File: src/rtl/minv_ctrl_if.sv
// Controller <-> datapath bundle for the binary extended-Euclid inverter.
// master = sequencing controller, slave = datapath / flag register side.
interface minv_ctrl_if;
  // Handshake: start is a level sampled only while the controller is idle.
  // There is no backpressure. Every op_* output is a one-cycle command that
  // the datapath applies at the next rising edge. done/err are one-cycle pulses.
  logic       start;
  logic       u_one;
  logic       v_one;
  logic       u_even;
  logic       v_even;
  logic       u_ge_v;
  logic       op_ld;
  logic       op_u_half;
  logic       op_v_half;
  logic       op_u_sub;
  logic       op_v_sub;
  logic       op_t_copy;
  logic       t_src;
  logic [1:0] minv_flag_in;
  logic       minv_flag_we;
  logic       busy;
  logic       done;
  logic       err;

  modport master (
    input  start, u_one, v_one, u_even, v_even, u_ge_v,
    output op_ld, op_u_half, op_v_half, op_u_sub, op_v_sub, op_t_copy, t_src,
    output minv_flag_in, minv_flag_we, busy, done, err
  );

  modport slave (
    output start, u_one, v_one, u_even, v_even, u_ge_v,
    input  op_ld, op_u_half, op_v_half, op_u_sub, op_v_sub, op_t_copy, t_src,
    input  minv_flag_in, minv_flag_we, busy, done, err
  );
endinterface

File: src/rtl/minv_ctrl.sv
// Sequencer for binary extended-Euclid modular inversion: one micro-op per cycle.
// Optional macro MINV_COPY_T_EN adds a COPY state that moves the result to regt.
module minv_ctrl #(
  parameter int MAX_ITER = 512,
  parameter int CW       = $clog2(MAX_ITER + 1)
) (
  input  logic        clk,
  input  logic        rst,
  minv_ctrl_if.master bus,
  output logic [2:0]  o_state
);

  typedef enum logic [2:0] {
    S_IDLE  = 3'd0,
    S_LOAD  = 3'd1,
    S_TEST  = 3'd2,
    S_COPY  = 3'd3,
    S_FIN   = 3'd4,
    S_ABORT = 3'd5
  } state_t;

  state_t        r_state;
  logic [CW-1:0] r_iter;
  logic          r_sel;

  state_t        w_next;
  logic [CW-1:0] w_iter_next;
  logic          w_sel_next;
  logic          w_op_ld;
  logic          w_op_u_half;
  logic          w_op_v_half;
  logic          w_op_u_sub;
  logic          w_op_v_sub;
  logic          w_op_t_copy;
  logic          w_t_src;
  logic [1:0]    w_flag_in;
  logic          w_flag_we;
  logic          w_done;
  logic          w_err;
  state_t        w_conv_state;

`ifdef MINV_COPY_T_EN
  assign w_conv_state = S_COPY;
`else
  assign w_conv_state = S_FIN;
`endif

  always_ff @(posedge clk or posedge rst) begin
    if (rst) begin
      r_state <= S_IDLE;
      r_iter  <= '0;
      r_sel   <= 1'b0;
    end else begin
      r_state <= w_next;
      r_iter  <= w_iter_next;
      r_sel   <= w_sel_next;
    end
  end

  always_comb begin
    w_next      = r_state;
    w_iter_next = r_iter;
    w_sel_next  = r_sel;
    w_op_ld     = 1'b0;
    w_op_u_half = 1'b0;
    w_op_v_half = 1'b0;
    w_op_u_sub  = 1'b0;
    w_op_v_sub  = 1'b0;
    w_op_t_copy = 1'b0;
    w_t_src     = 1'b0;
    w_flag_in   = 2'b00;
    w_flag_we   = 1'b0;
    w_done      = 1'b0;
    w_err       = 1'b0;
    case (r_state)
      S_IDLE: begin
        if (bus.start) begin
          w_next      = S_LOAD;
          w_iter_next = '0;
        end
      end
      S_LOAD: begin
        w_op_ld = 1'b1;
        w_next  = S_TEST;
      end
      S_TEST: begin
        // Convergence is tested ahead of the iteration limit on purpose.
        if (bus.u_one) begin
          w_sel_next = 1'b0;
          w_next     = w_conv_state;
        end else if (bus.v_one) begin
          w_sel_next = 1'b1;
          w_next     = w_conv_state;
        end else if (r_iter == CW'(MAX_ITER)) begin
          w_next = S_ABORT;
        end else begin
          w_iter_next = r_iter + CW'(1);
          if (bus.u_even)      w_op_u_half = 1'b1;
          else if (bus.v_even) w_op_v_half = 1'b1;
          else if (bus.u_ge_v) w_op_u_sub  = 1'b1;
          else                 w_op_v_sub  = 1'b1;
        end
      end
`ifdef MINV_COPY_T_EN
      S_COPY: begin
        w_op_t_copy = 1'b1;
        w_t_src     = r_sel;
        w_next      = S_FIN;
      end
`endif
      S_FIN: begin
        w_flag_we = 1'b1;
        w_done    = 1'b1;
`ifdef MINV_COPY_T_EN
        w_flag_in = 2'b11;
`else
        w_flag_in = {1'b0, r_sel};
`endif
        w_next    = S_IDLE;
      end
      S_ABORT: begin
        w_done = 1'b1;
        w_err  = 1'b1;
        w_next = S_IDLE;
      end
      default: w_next = S_IDLE;
    endcase
  end

  assign bus.op_ld        = w_op_ld;
  assign bus.op_u_half    = w_op_u_half;
  assign bus.op_v_half    = w_op_v_half;
  assign bus.op_u_sub     = w_op_u_sub;
  assign bus.op_v_sub     = w_op_v_sub;
  assign bus.op_t_copy    = w_op_t_copy;
  assign bus.t_src        = w_t_src;
  assign bus.minv_flag_in = w_flag_in;
  assign bus.minv_flag_we = w_flag_we;
  assign bus.busy         = (r_state != S_IDLE);
  assign bus.done         = w_done;
  assign bus.err          = w_err;
  assign o_state          = r_state;

endmodule

File: src/flat_wrapper.sv
// flat-port wrapper written by rule: the top's interface ports become plain ports
module minv_ctrl_flat 
#(
  parameter int MAX_ITER = 512,
  parameter int CW       = $clog2(MAX_ITER + 1)
)
  (clk, rst, o_state, bus_start, bus_u_one, bus_v_one, bus_u_even, bus_v_even, bus_u_ge_v, bus_op_ld, bus_op_u_half, bus_op_v_half, bus_op_u_sub, bus_op_v_sub, bus_op_t_copy, bus_t_src, bus_minv_flag_in, bus_minv_flag_we, bus_busy, bus_done, bus_err);
  minv_ctrl_if bus_i ();
  input  logic clk;
  input  logic rst;
  output logic [2:0] o_state;
  input wire logic [$bits(bus_i.start)-1:0] bus_start;
  input wire logic [$bits(bus_i.u_one)-1:0] bus_u_one;
  input wire logic [$bits(bus_i.v_one)-1:0] bus_v_one;
  input wire logic [$bits(bus_i.u_even)-1:0] bus_u_even;
  input wire logic [$bits(bus_i.v_even)-1:0] bus_v_even;
  input wire logic [$bits(bus_i.u_ge_v)-1:0] bus_u_ge_v;
  output wire logic [$bits(bus_i.op_ld)-1:0] bus_op_ld;
  output wire logic [$bits(bus_i.op_u_half)-1:0] bus_op_u_half;
  output wire logic [$bits(bus_i.op_v_half)-1:0] bus_op_v_half;
  output wire logic [$bits(bus_i.op_u_sub)-1:0] bus_op_u_sub;
  output wire logic [$bits(bus_i.op_v_sub)-1:0] bus_op_v_sub;
  output wire logic [$bits(bus_i.op_t_copy)-1:0] bus_op_t_copy;
  output wire logic [$bits(bus_i.t_src)-1:0] bus_t_src;
  output wire logic [$bits(bus_i.minv_flag_in)-1:0] bus_minv_flag_in;
  output wire logic [$bits(bus_i.minv_flag_we)-1:0] bus_minv_flag_we;
  output wire logic [$bits(bus_i.busy)-1:0] bus_busy;
  output wire logic [$bits(bus_i.done)-1:0] bus_done;
  output wire logic [$bits(bus_i.err)-1:0] bus_err;
  assign bus_i.start = bus_start;
  assign bus_i.u_one = bus_u_one;
  assign bus_i.v_one = bus_v_one;
  assign bus_i.u_even = bus_u_even;
  assign bus_i.v_even = bus_v_even;
  assign bus_i.u_ge_v = bus_u_ge_v;
  assign bus_op_ld = bus_i.op_ld;
  assign bus_op_u_half = bus_i.op_u_half;
  assign bus_op_v_half = bus_i.op_v_half;
  assign bus_op_u_sub = bus_i.op_u_sub;
  assign bus_op_v_sub = bus_i.op_v_sub;
  assign bus_op_t_copy = bus_i.op_t_copy;
  assign bus_t_src = bus_i.t_src;
  assign bus_minv_flag_in = bus_i.minv_flag_in;
  assign bus_minv_flag_we = bus_i.minv_flag_we;
  assign bus_busy = bus_i.busy;
  assign bus_done = bus_i.done;
  assign bus_err = bus_i.err;
  minv_ctrl #(.MAX_ITER(MAX_ITER), .CW(CW)) u_core (.clk(clk), .rst(rst), .bus(bus_i), .o_state(o_state));
endmodule
File: config.mk
export PLATFORM = sky130hd
export DESIGN_NAME = minv_ctrl_flat
export DESIGN_NICKNAME = d
export VERILOG_FILES = /design/src/rtl/minv_ctrl_if.sv /design/src/rtl/minv_ctrl.sv /design/src/flat_wrapper.sv
export SDC_FILE = /design/constraint.sdc
export NUM_CORES = 1
export LEC_CHECK = 0
export CELL_PAD_IN_SITES_DETAIL_PLACEMENT = 0
export CELL_PAD_IN_SITES_GLOBAL_PLACEMENT = 1
export CORE_MARGIN = 5
export CORE_UTILIZATION = 33
export DETAILED_ROUTE_END_ITERATION = 6
export PLACE_DENSITY_LB_ADDON = 0.25
export RECOVER_POWER = 50
export SLEW_MARGIN = 20
export SYNTH_ARGS = -nofsm -noshare
export SYNTH_HDL_FRONTEND = slang
export SYNTH_SLANG_ARGS = --single-unit
File: constraint.sdc
create_clock -name clk -period 2.2 [get_ports clk]
set_input_delay 0.44 -clock clk [delete_from_list [all_inputs] [get_ports clk]]
set_output_delay 0.44 -clock clk [all_outputs]
set_load 0.03 [all_outputs]
# Yosys cells after proc, flatten, opt, wreduce, memory -nomap -nowiden
# Cells that the tools add are included.
# totals
register_bits	14
in_bits	8
out_inout_bits	16
elab_cells	64
# classes
addsub	1
eq_ne	10
mux	42
n_reduce_logical	8
# ops
cell	count
10-bit two-way mux	4
1-bit two-way mux	32
10-bit case mux with 2 select lines	1
3-bit two-way mux	4
10-bit by 1-bit adder with 10-bit output, second input constant	1
10-bit equality test, second input constant	1
3-bit case mux with 3 select lines	1
2-bit != test, second input constant	4
3-bit equality test, second input constant	2
5-bit AND reduction	1
4-bit by 3-bit != test with 1-bit output, second input constant	1
2-bit AND reduction	2
2-bit nonzero test	2
3-bit by 1-bit equality test with 1-bit output, second input constant	1
3-bit by 2-bit equality test with 1-bit output, second input constant	1
3-bit zero test	1
3-bit nonzero test	1
2-bit OR reduction	1

# Depth between registers and ports, before layout
# depth
word_depth	7
mapped_depth	7
mapped_depth_nobuf	6

# Worst setup path after synthesis
# No wires, ideal clock.
# synth_timing
path_kind	flip-flop to output port
start	register u_core.r_state[2] (netlist: u_core.o_state[2])
end	output bus_op_u_sub
arrival_ns	2.470
required_time_ns	1.760
slack_ns	-0.710
path_stages_with_launch	6
path_buffers	1
path_cell_list	dfrtp_1 -> or3b_1 -> buf_6 -> nor3_4 -> nand2_1 -> nor4b_1
# synth_between
elab_chain_len	2
# synth_lines
element	line_no	text
from (decl)	minv_ctrl.sv:22	state_t r_state;
from (signal assigned)	minv_ctrl.sv:54	r_state <= w_next;
3-bit by 2-bit equality test with 1-bit output	minv_ctrl.sv:75	case (r_state)
1-bit two-way mux	minv_ctrl.sv:75	
to (decl)	flat_wrapper.sv:21	output wire logic [$bits(bus_i.op_u_sub)-1:0] bus_op_u_sub;
# Every way passes these cells.

# Worst setup path in the final report
# layout_timing
start	register u_core.r_state[0] (netlist: u_core.o_state[0])
end	output bus_op_u_sub
# The elaborated chain is that of the path after synthesis.

==> metrics <==
number of cells on the worst reg-to-reg path 5; clock sinks 14; Slew Limit Headroom 0.635; Yosys reg bits 14; fmax 0.435 GHz; core area 0.00243 sq mm; vias 804; drt pass-1 iters 4; Antenna Nets Post-Route 0; Syn-to-layout area delta 44.9%; Crit Path Class flop to primary output; EDFF count, synth 0; Final GP Congestion 0.711; Worst setup EP type primary output; Tot GR Track Use 0.124; Via-to-Cell Ratio 5.19; Static Leak 0.000557 uW; synth unique cells 31; later-pin clock latency in the skew report around 0.28 ns; ant diodes 0; io pins 24; HP Class flop to flop; CTS root buf clkbuf_4; WP data arrival 1.86 ns; status finished with violations; met2 Use GR 0.221; I/O Buffers 20; initial antenna violation count 0; Mean Syn Cell Area 8.68 sq um; final worst slack -0.0968 ns; top cells by count, synth dfrtp_1, o21ai_0, nand2_1; largest net degree at the start of global routing 15; DR DRC count 0; failing checks negative setup slack; Cell Area, Placed roughly 0.0011 sq mm; detailed placer's ending HPWL roughly 1500 um; CTS tree built; sequential cell area fraction in the yosys report 0.425; Tightest Pin Transition 0.546 ns; total gr overflow 0; VDD IR max 0.000470 V; Mapped Cells 95; Initial Utilization 0.339; Post-Syn Area a little over 800 sq um; Hold Crit Depth 1; Tcrit/Tclk final 1.04; CP startpoint kind flop; crit-path max FO 4; WL final 2070 um; number of global-route vias before repair 776; Top Usage Layer GRT met2; Post-Layout Inst Area between 0.001 and 0.0015 sq mm; Hold Violations, Final 0; die span in x 60.0 um; Most used DFF post-synth dfrtp_1; first-iteration detailed-routing DRC count 24; Site Rows 18; routed length per instance between 10 and 15 um; most common cell in the netlist dfrtp_1; share of cells above drive strength 1 0.232; Final setup viols 2; die height approximately 60 um; nets 136; Slew Viols, Final 0; asr flop ratio synth 1.00; synth warn 0; met3 usage 0.0216; min Tclk post-route 2.30 ns; Inserted Clock Buffers 3; first-pass GRT wire length 3340 um; skew final just under 0.005 ns; CTS Buffer Depth 2; R2R Setup Slk roughly 0.21 ns; M1 GR Usage 0.143; Worst Path Required 1.76 ns; die area 0.00360 sq mm; cell taking the most area after synthesis dfrtp_1; Pwr Density 895 mW/mm^2; setup_tns -0.126 ns; largest cells by area after synthesis dfrtp_1, o21ai_0, nand3_1, nand2_1, ha_1; clock transition at the registers of the reported paths 0.09 ns; # H-tree levels 1; Hold Buf Count CTS 0; unrepaired setup endpoints after global routing yes; Yosys top cell area share 0.425; max-cap violations 0
==> routing by layer <==
layer / vias to the layer above / part of all wire / wire (um)
met4: 0 / 0.012 / 25
met5: - / 0 / 0
met3: 4 / 0.074 / 154
met2: 22 / 0.51 / 1060
met1: 384 / 0.40 / 829
li1: 394 / - / -
==> layout make-up <==
type,instances,area (sq um)
fill,232,1240
multi-input combinational,71,470
sequential,14,354
timing repair buffer,30,274
tap,30,37.5
clock buffer,4,36.3
inverter,6,22.5
==> state kept, by name, indices dropped and copies added (netlist names) <==
| name | count |
|---|---|
| u_core.r_iter | 10 |
| u_core.r_sel | 1 |
| u_core.o_state | 3 |
==> worst max-delay path: stages (launching register included) <==
cell and delay [ns]:
dfrtp_2 0.41, or3b_4 0.41, nor3_4 0.19, nand2_4 0.12, nor4b_4 0.27, buf_6 0.18
==> logic make-up (layout without fill, tap and decap cells) <==
| family | count (synthesis) | after routing | share of synthesized area |
|---|---|---|---|
| muxes | 1 | 1 | 0.0121 |
| other | 1 | 3 | 0.00455 |
| AOI/OAI and AO/OA | 20 | 20 | 0.140 |
| adders and majority gates | 2 | 2 | 0.0303 |
| DFF | 14 | 14 | 0.425 |
| buffers and inverters | 12 | 40 | 0.0789 |
| and+or+nand+nor | 45 | 45 | 0.310 |
==> report_power, final <==
part | switching, uW | total, uW | internal (uW)
Clock | 89.2 | 190 | 101
Combinational | 324 | 551 | 227
Sequential | 26.6 | 328 | 302
Total | 440 | 1070 | 629
==> repair_timing <==
item,4_1_cts,5_1_grt
gates resized for setup,6,3
pin swaps,3,4
setup buffers,1,2
setup endpoints to repair,7,6
==> worst paths after layout <==
kind                                                    start                            end
min in group asynchronous                                 rst   u_core.r_iter[3]$_DFFE_PP0P_
worst min register to register   u_core.r_iter[9]$_DFFE_PP0P_   u_core.r_iter[9]$_DFFE_PP0P_
worst min-delay path             u_core.r_iter[9]$_DFFE_PP0P_   u_core.r_iter[9]$_DFFE_PP0P_
worst max-delay path            u_core.o_state[0]$_DFFE_PP0P_                   bus_op_u_sub
max in group asynchronous                                 rst  u_core.o_state[1]$_DFFE_PP0P_
worst max register to register   u_core.r_iter[6]$_DFFE_PP0P_  u_core.o_state[1]$_DFFE_PP0P_
==> layout by cell type, fill, tap and decap left out, types with 2 or more instances in the layout <==
cell,count
nor2_1,5
dlymetal6s2s_1,2
a21oi_1,3
conb_1,3
nor3_1,3
ha_1,2
a31oi_1,2
or4_1,2
dlygate4sd2_1,3
nand3_1,8
buf_6,3
nand4_1,3
dfrtp_1,11
buf_4,10
inv_1,6
and2_1,2
o21ai_0,12
clkbuf_4,3
nor3b_1,2
dfrtp_2,3
nand2_1,8
clkdlybuf4s50_1,10
==> stage by stage <==
stage	utilization	hold WS, ns	total power (uW)	setup WS [ns]	cells
after floorplan	-	0.329	671	-0.141	97
after global placement	0.462	0.485	893	-0.00362	148
after detailed placement	0.462	0.482	901	-0.00571	148
after CTS	0.483	0.496	1090	-0.145	153
after global routing	0.491	0.516	1140	-0.170	155
final	0.491	0.488	1070	-0.0968	155
(Power assumes the default switching activity.)
